### src/rtl/i2c_slave_rx.sv
// Write-only I2C target. Oversamples SCL/SDA on clk, tracks START/STOP,
// matches a 7-bit address and hands each data byte to local logic through a
// valid/ready holding register with a sticky overrun flag.
//
// state  | meaning
// -------+-----------------------------------------------------------
// IDLE   | bus free, waiting for START
// DUMMY  | discarding the master's post-START pulse(s)
// ADDR   | shifting in the address byte (7-bit address + R/W)
// DATA   | addressed for write, shifting in data bytes
// IGNORE | not addressed (or read request), dropping bits until STOP/START
`timescale 1ns/1ps
module i2c_slave_rx #(
  parameter logic [6:0] SLAVE_ADDR   = 7'h50,
  parameter int         DUMMY_PULSES = 1
) (
  input  logic       clk,
  input  logic       rst,
  input  logic       scl_in,
  input  logic       sda_in,
  input  logic       rx_ready,
  input  logic       err_clear,
  output logic [7:0] rx_data,
  output logic       rx_valid,
  output logic       addr_hit,
  output logic       busy,
  output logic       frame_done,
  output logic       frame_err,
  output logic       overrun
);

  localparam int DW = (DUMMY_PULSES > 1) ? $clog2(DUMMY_PULSES + 1) : 1;
  localparam logic [DW-1:0] DUMMY_LOAD = DW'(DUMMY_PULSES);

  typedef enum logic [2:0] {IDLE, DUMMY, ADDR, DATA, IGNORE} state_t;

  state_t          state, state_nxt;
  logic            scl_s1, scl_s2, scl_p;
  logic            sda_s1, sda_s2, sda_p;
  logic            bit_pend, bit_val;
  logic [2:0]      bit_cnt;
  logic [7:0]      shreg, shift_nxt;
  logic [DW-1:0]   dummy_cnt;
  logic            scl_rise, scl_fall, sda_rise, sda_fall;
  logic            start_det, stop_det, in_byte, commit, byte_done, data_done;
  logic            addr_ok, rx_hs;

  // Two-flop synchronizers plus a third flop holding the previous sample.
  always_ff @(posedge clk or negedge rst) begin
    if (!rst) begin
      {scl_s1, scl_s2, scl_p} <= 3'b111;
      {sda_s1, sda_s2, sda_p} <= 3'b111;
    end else begin
      scl_s1 <= scl_in;
      scl_s2 <= scl_s1;
      scl_p  <= scl_s2;
      sda_s1 <= sda_in;
      sda_s2 <= sda_s1;
      sda_p  <= sda_s2;
    end
  end

  assign scl_rise  = scl_s2 & ~scl_p;
  assign scl_fall  = ~scl_s2 & scl_p;
  assign sda_rise  = sda_s2 & ~sda_p;
  assign sda_fall  = ~sda_s2 & sda_p;
  // Keyed on the previous SCL sample so a simultaneous SCL/SDA fall is a START.
  assign start_det = sda_fall & scl_p;
  assign stop_det  = sda_rise & scl_p & scl_s2;
  assign in_byte   = (state == ADDR) || (state == DATA);
  // A latched bit only counts once SCL falls without a START/STOP in between.
  assign commit    = scl_fall & bit_pend & ~start_det & ~stop_det;
  assign shift_nxt = {shreg[6:0], bit_val};
  assign byte_done = commit & in_byte & (bit_cnt == 3'd7);
  assign data_done = byte_done & (state == DATA);
  assign addr_ok   = (shift_nxt[7:1] == SLAVE_ADDR) && !shift_nxt[0];
  assign rx_hs     = rx_valid & rx_ready;
  assign busy      = (state != IDLE);

  // State register.
  always_ff @(posedge clk or negedge rst) begin
    if (!rst) state <= IDLE;
    else      state <= state_nxt;
  end

  // Next-state logic; START and STOP override every state.
  always_comb begin
    state_nxt = state;
    if (start_det) begin
      state_nxt = (DUMMY_PULSES == 0) ? ADDR : DUMMY;
    end else if (stop_det) begin
      state_nxt = IDLE;
    end else begin
      case (state)
        DUMMY:   if (commit && dummy_cnt == DW'(1)) state_nxt = ADDR;
        ADDR:    if (byte_done) state_nxt = addr_ok ? DATA : IGNORE;
        default: state_nxt = state;
      endcase
    end
  end

  // Bit capture, shift register, counters, address match and frame pulses.
  always_ff @(posedge clk or negedge rst) begin
    if (!rst) begin
      bit_pend   <= 1'b0;
      bit_val    <= 1'b0;
      bit_cnt    <= 3'd0;
      shreg      <= 8'h00;
      dummy_cnt  <= '0;
      addr_hit   <= 1'b0;
      frame_done <= 1'b0;
      frame_err  <= 1'b0;
    end else begin
      frame_done <= stop_det & addr_hit;
      frame_err  <= (start_det | stop_det) & (bit_cnt != 3'd0);
      if (start_det || stop_det) begin
        bit_pend  <= 1'b0;
        bit_cnt   <= 3'd0;
        addr_hit  <= 1'b0;
        dummy_cnt <= DUMMY_LOAD;
      end else begin
        if (scl_rise) begin
          bit_pend <= 1'b1;
          bit_val  <= sda_s2;
        end else if (commit) begin
          bit_pend <= 1'b0;
        end
        if (commit && in_byte) begin
          shreg   <= shift_nxt;
          bit_cnt <= bit_cnt + 3'd1;
        end
        if (commit && state == DUMMY) dummy_cnt <= dummy_cnt - DW'(1);
        if (byte_done && state == ADDR && addr_ok) addr_hit <= 1'b1;
      end
    end
  end

  // Receive holding register; a same-cycle handshake makes room for the new byte.
  always_ff @(posedge clk or negedge rst) begin
    if (!rst) begin
      rx_data  <= 8'h00;
      rx_valid <= 1'b0;
    end else if (data_done && (!rx_valid || rx_hs)) begin
      rx_data  <= shift_nxt;
      rx_valid <= 1'b1;
    end else if (rx_hs) begin
      rx_valid <= 1'b0;
    end
  end

  // Sticky overrun; clearing wins over a simultaneous new overrun.
  always_ff @(posedge clk or negedge rst) begin
    if (!rst)                                      overrun <= 1'b0;
    else if (err_clear)                            overrun <= 1'b0;
    else if (data_done && rx_valid && !rx_ready)   overrun <= 1'b1;
  end

endmodule
### config.mk
export PLATFORM = sky130hd
export DESIGN_NAME = i2c_slave_rx
export DESIGN_NICKNAME = d
export VERILOG_FILES = /design/src/rtl/i2c_slave_rx.sv
export SDC_FILE = /design/constraint.sdc
export NUM_CORES = 1
export LEC_CHECK = 0
export CORE_MARGIN = 2
export CORE_UTILIZATION = 44
export CTS_CLUSTER_SIZE = 28
export DETAILED_ROUTE_END_ITERATION = 8
export GPL_TIMING_DRIVEN = 0
export PLACE_DENSITY = 0.64
export SLEW_MARGIN = 20
export SYNTH_ARGS = -nofsm -noshare
export SYNTH_HDL_FRONTEND = slang
export SYNTH_SLANG_ARGS = --single-unit
### constraint.sdc
create_clock -name clk -period 3.9 [get_ports clk]
set_input_delay 0.975 -clock clk [delete_from_list [all_inputs] [get_ports clk]]
set_output_delay 0.975 -clock clk [all_outputs]
set_load 0.01 [all_outputs]
# Yosys cells after proc, flatten, opt, wreduce, memory -nomap -nowiden

Index checks and enable logic that the tools add are counted.

$add $sub $neg: 2
Eq/ne operators: 7
Muxes and demuxes: 19
Bitwise operators: 24
Reduce and logical (&&, ||, !) cells: 27

Operators with widths:

| cell                  | count |
|---|---|
| $mux W3               | 7 |
| $and A1 B1 Y1         | 16 |
| $mux W1               | 11 |
| $reduce_bool A2 Y1    | 5 |
| $logic_and A1 B1 Y1   | 9 |
| $reduce_bool A3 Y1    | 3 |
| $ne A4 B4 Y1 const B  | 2 |
| $eq A7 B7 Y1 const B  | 1 |
| $not A1 Y1            | 7 |
| $eq A3 B2 Y1 const B  | 2 |
| $pmux W3 S2           | 1 |
| $reduce_and A2 Y1     | 2 |
| $reduce_bool A4 Y1    | 1 |
| $add A3 B1 Y3 const B | 1 |
| $eq A3 B1 Y1 const B  | 1 |
| $eq A3 B3 Y1 const B  | 1 |
| $logic_not A1 Y1      | 3 |
| $logic_or A1 B1 Y1    | 3 |
| $reduce_and A3 Y1     | 1 |
| $or A1 B1 Y1          | 1 |
| $sub A1 B1 Y1 const B | 1 |

Bits in registers: 35
Bits of input ports: 6
Output and inout port bits: 14
Logic and storage cells: 97

# Depth between registers and ports, before layout

Gate-level depths: netlist of the first run.

Depth after elaboration: 13
Mapped depth: 6
Depth with buffers taken out: 6

# Least setup slack after synthesis of the first run

Ideal clock, no wire load.

Path type: flip-flop to output port
Start: register state[0]
End: output port busy
Arrival time: 824 ps
Data required time: 2925 ps
Setup slack: 2101 ps
Stages on the path, launching flop included: 2
Path buffers: 0
Path through: dfrtp_1 or3_1

Cells in the longest elaborated chain, start to end: 1

RTL lines:

| element                | line | source |
|---|---|---|
| from (decl)            | 37   | `state_t state, state_nxt;` |
| from (signal assigned) | 83   | `else state <= state_nxt;` |
| $reduce_bool A3 Y1     | 78   | `assign busy = (state != IDLE);` |
| to (decl)              | 26   | `output logic busy,` |

Every way passes these cells.

# Worst setup path after layout of the first run

Ends and elaborated chain as after synthesis.

==> results of run 1 <==
placed cells by master (no fill, tap or decap), types with 2 or more instances in the layout:
cell type	count
nor2_1	3
dfrtp_1	29
and2_1	2
a21oi_1	2
a22o_1	2
buf_2	2
clkdlybuf4s50_1	18
nand2_1	27
clkinv_4	2
a21boi_0	2
o21ai_0	4
mux2_2	11
clkbuf_4	5
ha_1	3
nand3_1	2
nand2b_1	2
dfstp_2	6
inv_1	6
power breakdown:
group	internal [mW]	leakage (nW)	switching, mW
Clock	0.0721	0.0314	0.136
Sequential	0.406	0.452	0.0493
Combinational	0.0687	0.348	0.0641
through the flow:
step                setup WS (ns)  hold WS (ns)
detailed placement           1.48         0.347
global placement             1.12         0.346
global route                 1.19         0.373
CTS                          1.24         0.365
finish                       1.25         0.364
floorplan                    2.10         0.345
cell type report:
cell class / instances / area (sq um) / area share (%)
Clock buffer: 5 / 37.5 / 2.10
Tap cell: 44 / 55.1 / 3.07
Clock inverter: 3 / 25.0 / 1.40
Inverter: 6 / 22.5 / 1.26
Multi-Input combinational cell: 80 / 546 / 30.5
Sequential cell: 35 / 883 / 49.3
Timing Repair Buffer: 20 / 213 / 11.9
Buffer: 2 / 8.76 / 0.489
flip-flops by register name, summed over array words and instances (netlist names), 3 cells and up:
signal / cells
shreg: 7
state: 3
rx_data: 8
bit_cnt: 3
metal layers:
| layer | part of all wire (%) | wire length [um] |
|---|---|---|
| met1 | 46 | 1240 |
| met2 | 48 | 1270 |
| met3 | 4.5 | 121 |
| met4 | 1.6 | 44 |
| met5 | 0 | 0 |
worst max-delay path: stages, from the launching register on:
cell,delay (ns)
dfrtp_1,0.46
or3_1,0.38
clkdlybuf4s50_1,0.48
kinds of logic after synthesis:
group | after synthesis | synth area share (%)
buffers and inverters | 8 | 2.14
and+or+nand+nor | 51 | 18.9
xor gates and xnor gates | 1 | 0.600
AOI/OAI and AO/OA | 14 | 6.86
adders and majority gates | 3 | 2.57
muxes | 11 | 8.48
DFF | 35 | 60.5
worst paths after layout:
check	startpoint	endpoint	slack, ns	depth (start not counted)
worst max-delay path	state[0]	busy	1.25	2
worst min-delay path	scl_s1	scl_s2	0.36	0
worst max register to register	scl_p	rx_data[2]	2.00	4
worst min register to register	scl_s1	scl_s2	0.36	0
max in group asynchronous	rst	sda_s2	2.86	2
min in group asynchronous	rst	dummy_cnt	0.53	1
==> impl_metrics.tcl, run 1 <==
set metrics [dict create \
    status "finished, final reports clean" \
    setup_tns_ns 0 \
    cts_tree "done" \
    worst_pin_slew_ns 0.450 \
    die_x_um 61.6 \
    grtUsageMet3_pct 5.88 \
    worst-path-max-fanout 6 \
    ys_seq_area_share_pct 60.5 \
    synth_edf_count 0 \
    synth.cell_area_sq_um 1460 \
    synth_most_common_cell "dfrtp_1" \
    overflow 0 \
    grt_busiest_layer "met2" \
    clockBufferDepth 2 \
    cts_setup_buffers 0 \
    ant_nets 0 \
    instances_no_fill 195 \
    root_buffer "clkbuf_4" \
    synth_area_leader_cell "dfrtp_1" \
    die_h_um 61.6 \
    antenna_found_initial 0 \
    core_sq_um 3100 \
    postSynthCellCount 123 \
    min_period_ns 2.65 \
    via_per_inst 5.06 \
    area_growth_pct 22.6 \
    path_clk_slew_ns 0.13 \
    synth_cell_types 36 \
    use_met2_pct 23.8 \
    hold_buffers 0 \
    syn-mean-instance-area_sq_um 11.9 \
    slew_headroom_pct 70.0 \
    finalCritPeriodShare_pct 68.0 \
    synthTopCellsByCount "dfrtp_1, nand2_1, mux2_2, dfstp_2, inv_1" \
    grt_max_degree 21 \
    start_util_pct 47.1 \
    htree_levels 2 \
    crit_required_ns 2.92 \
    hold_class "reg -> reg" \
    io_buffer_count 19 \
    finClkSkew_ns 0.0159 \
    gr-usage-all-layers_pct 16.5 \
    synth-seq-cells 35 \
    dpl.hpwl_um 1900 \
    grt_use_met1_pct 22.4 \
    cp-end-kind "output pin" \
    synth.top_cell.area_share_pct 49.7 \
    cts_resized 0 \
    powerDensity_nw_per_um2 445 \
    timing.final.hold_violations 0 \
    post_drt_wl_per_cell_um 13.7 \
    dieArea_sq_um 3800 \
    numCtsBuffers 5 \
    synthArstFlopShare_pct 100 \
    gp_congestion 0.804 \
    arrival_ns 1.68 \
    syn_nets 132 \
    leakagePower_nw 0.832 \
    netlist_top_cells_area "dfrtp_1, dfstp_2, mux2_2" \
    grt_pass1_wl_um 4350 \
    clock_sinks 35 \
    fill_cells 307 \
    max_freq_mhz 377 \
    drtPass1Iterations 4 \
    ys.flop_type "dfrtp_1" \
    layout-drive-gt1-share_pct 21.9 \
    drt-initial-drc-count 20 \
    crit_type "reg -> out" \
    vdd_ir_drop_max_uv 265 \
    ys_warn_count 0 \
    setup_viol 0 \
    placed_area_sq_um 1730 \
    placedCellCount 187 \
    maxCapViolCount 0 \
    final_util_pct 57.7 \
    row_count 20 \
    design_area_sq_um 1790 \
    startpoint_type "flop" \
    antennaDiodeCount 0 \
    power_mw 0.797 \
    final_max_slew_viol_count 0 \
    grt_pass1_vias 909 \
    insertion_delay_ns 0.35 \
    wl_um 2680 \
    rsz0062_at_grt "no" \
    vias 987 \
    finalNetCount 159 \
    io_pins 20 \
    drc_errors 0 \
]
No activity file was read; power rests on OpenSTA's default activity.
==> run 2: changes to the inputs <==
Settings changed: PLACE_DENSITY 0.64 to 0.67.
Clock period 3.9 ns to 2.4 ns, I/O delays scaled along.
==> run 2 against run 1 <==
Global-route usage grew 0.66 points; critical path depth is the same; sequential cell count is the same; cell area grew 0.35%; register-to-register slack lost 1.5 ns; die area is the same; power grew 65%; worst hold slack lost 0.20 ns; combinational power grew 63%; critical endpoint unchanged; largest power group unchanged.
==> impl_metrics.tcl, run 2 (same netlist as run 1, synthesis figures left out) <==
set metrics [dict create \
    status "finished, final reports clean" \
    worst-path-max-fanout 6 \
    largest_register_ffs 8 \
    timing.final.hold_violations 0 \
    antennaDiodeCount 0 \
    io_pins 20 \
    via_per_inst 5.16 \
    powerDensity_nw_per_um2 733 \
    max_freq_mhz 443 \
    instances_no_fill 195 \
    gr-usage-all-layers_pct 17.1 \
    setup_tns_ns 0 \
    setup_slack_ns 0.144 \
    start_util_pct 47.1 \
    r2r_cells 4 \
    grt_pass1_vias 962 \
    finalCritPeriodShare_pct 94.0 \
    vias 1006 \
    overflow 0 \
    setup_viol 0 \
    grt_max_degree 21 \
    hold_class "in -> async" \
    numCtsBuffers 5 \
    route.met2.wl_um 1250 \
    layout_commonest_cell "dfrtp_1" \
    power_mw 1.32 \
    finClkSkew_ns 0.0138 \
    cts_setup_buffers 0 \
    placedCellCount 187 \
    vdd_ir_drop_max_uv 383 \
    final_cell_mix "dfrtp_1, nand2_1, clkdlybuf4s50_1, mux2_2" \
    grt_pass1_wl_um 4540 \
    root_buffer "clkbuf_4" \
    row_count 20 \
    multi_input_area_sq_um 546 \
    die_h_um 61.6 \
    r2r_start "scl_p" \
    maxCapViolCount 0 \
    ant_nets 0 \
    slew_headroom_pct 71.2 \
    die_x_um 61.6 \
    drc_errors 0 \
    cts_resized 0 \
    min_period_ns 2.26 \
    worst_pin_slew_ns 0.432 \
    hold_buffers 0 \
    io_buffer_count 19 \
    startpoint_type "flop" \
    clock_sinks 35 \
    reg_top3 "rx_data x8, shreg x7" \
    post_drt_wl_per_cell_um 13.5 \
    top_layer_used "met4" \
    final_max_slew_viol_count 0 \
    final_util_pct 57.9 \
    arrival_ns 1.66 \
    cts_tree "done" \
    crit_required_ns 1.80 \
    core_sq_um 3100 \
    clockBufferDepth 2 \
    leakagePower_nw 0.839 \
    cp-end-kind "output pin" \
    fill_cells 303 \
    seqCellArea_sq_um 883 \
    cp_cell_sequence "or3_1 -> clkdlybuf4s50_1" \
    worstSetupStartpoint "state[0]" \
    gp_congestion 0.797 \
    path_clk_slew_ns 0.11 \
    dpl.hpwl_um 1880 \
    crit_type "reg -> out" \
    antenna_found_initial 0 \
    critPathMaxStageDelay_ns 0.48 \
    dieArea_sq_um 3800 \
    drtPass1Iterations 4 \
    top_register "rx_data" \
    dp_slack_ns 0.374 \
    finalNetCount 159 \
    htree_levels 2 \
    met1_length_um 1180 \
    insertion_delay_ns 0.34 \
    area_growth_pct 23.1 \
    rsz0062_at_grt "no" \
    critPathSlowestCell "clkdlybuf4s50_1" \
    layout-drive-gt1-share_pct 21.2 \
    wl_met3_um 139 \
    wl_um 2640 \
    drt-initial-drc-count 27 \
]
==> run 2: worst paths after layout <==
path	to	slack (ns)
worst max register to register	rx_data[6]	0.53
min in group clk	scl_s2	0.36
worst min register to register	scl_s2	0.36
worst max-delay path	busy	0.14
max in group asynchronous	bit_cnt[0]	1.81
worst min-delay path	frame_done	0.16
==> run 2: metal layers <==
metal	up-vias	global-route usage [%]
met3	9	4.83
met4	0	11.2
met5	-	0
li1	476	-
met1	494	22.4
met2	27	24.8
==> run 2: layout make-up <==
cell class | instances | share of cell area, %
sequential | 35 | 49.2
multi-input combinational | 80 | 30.4
timing repair buffer | 20 | 11.8
clock buffer | 8 | 3.83
tap | 44 | 3.06
inverter | 6 | 1.25
buffer | 2 | 0.487
==> run 2: metrics by stage <==
stage	area, sq um	hold slack [ns]
after detailed placement	1730	0.347
final	1800	0.160
after CTS	1800	0.167
after floorplan	1460	0.304
after global routing	1800	0.175
after global placement	1710	0.345
==> run 2: where the power goes <==
part	switching [mW]	internal [mW]	total [mW]	leakage [nW]
clock network	0.189	0.172	0.361	0.0386
logic	0.106	0.111	0.217	0.348
registers	0.0780	0.661	0.738	0.452
==> run 2: critical path, delay by kind of cell (launching register included) <==
family	cells	cell delay, ns
buffers and inverters	1	0.48
AND/OR/NAND/NOR	1	0.38
flip-flops	1	0.45
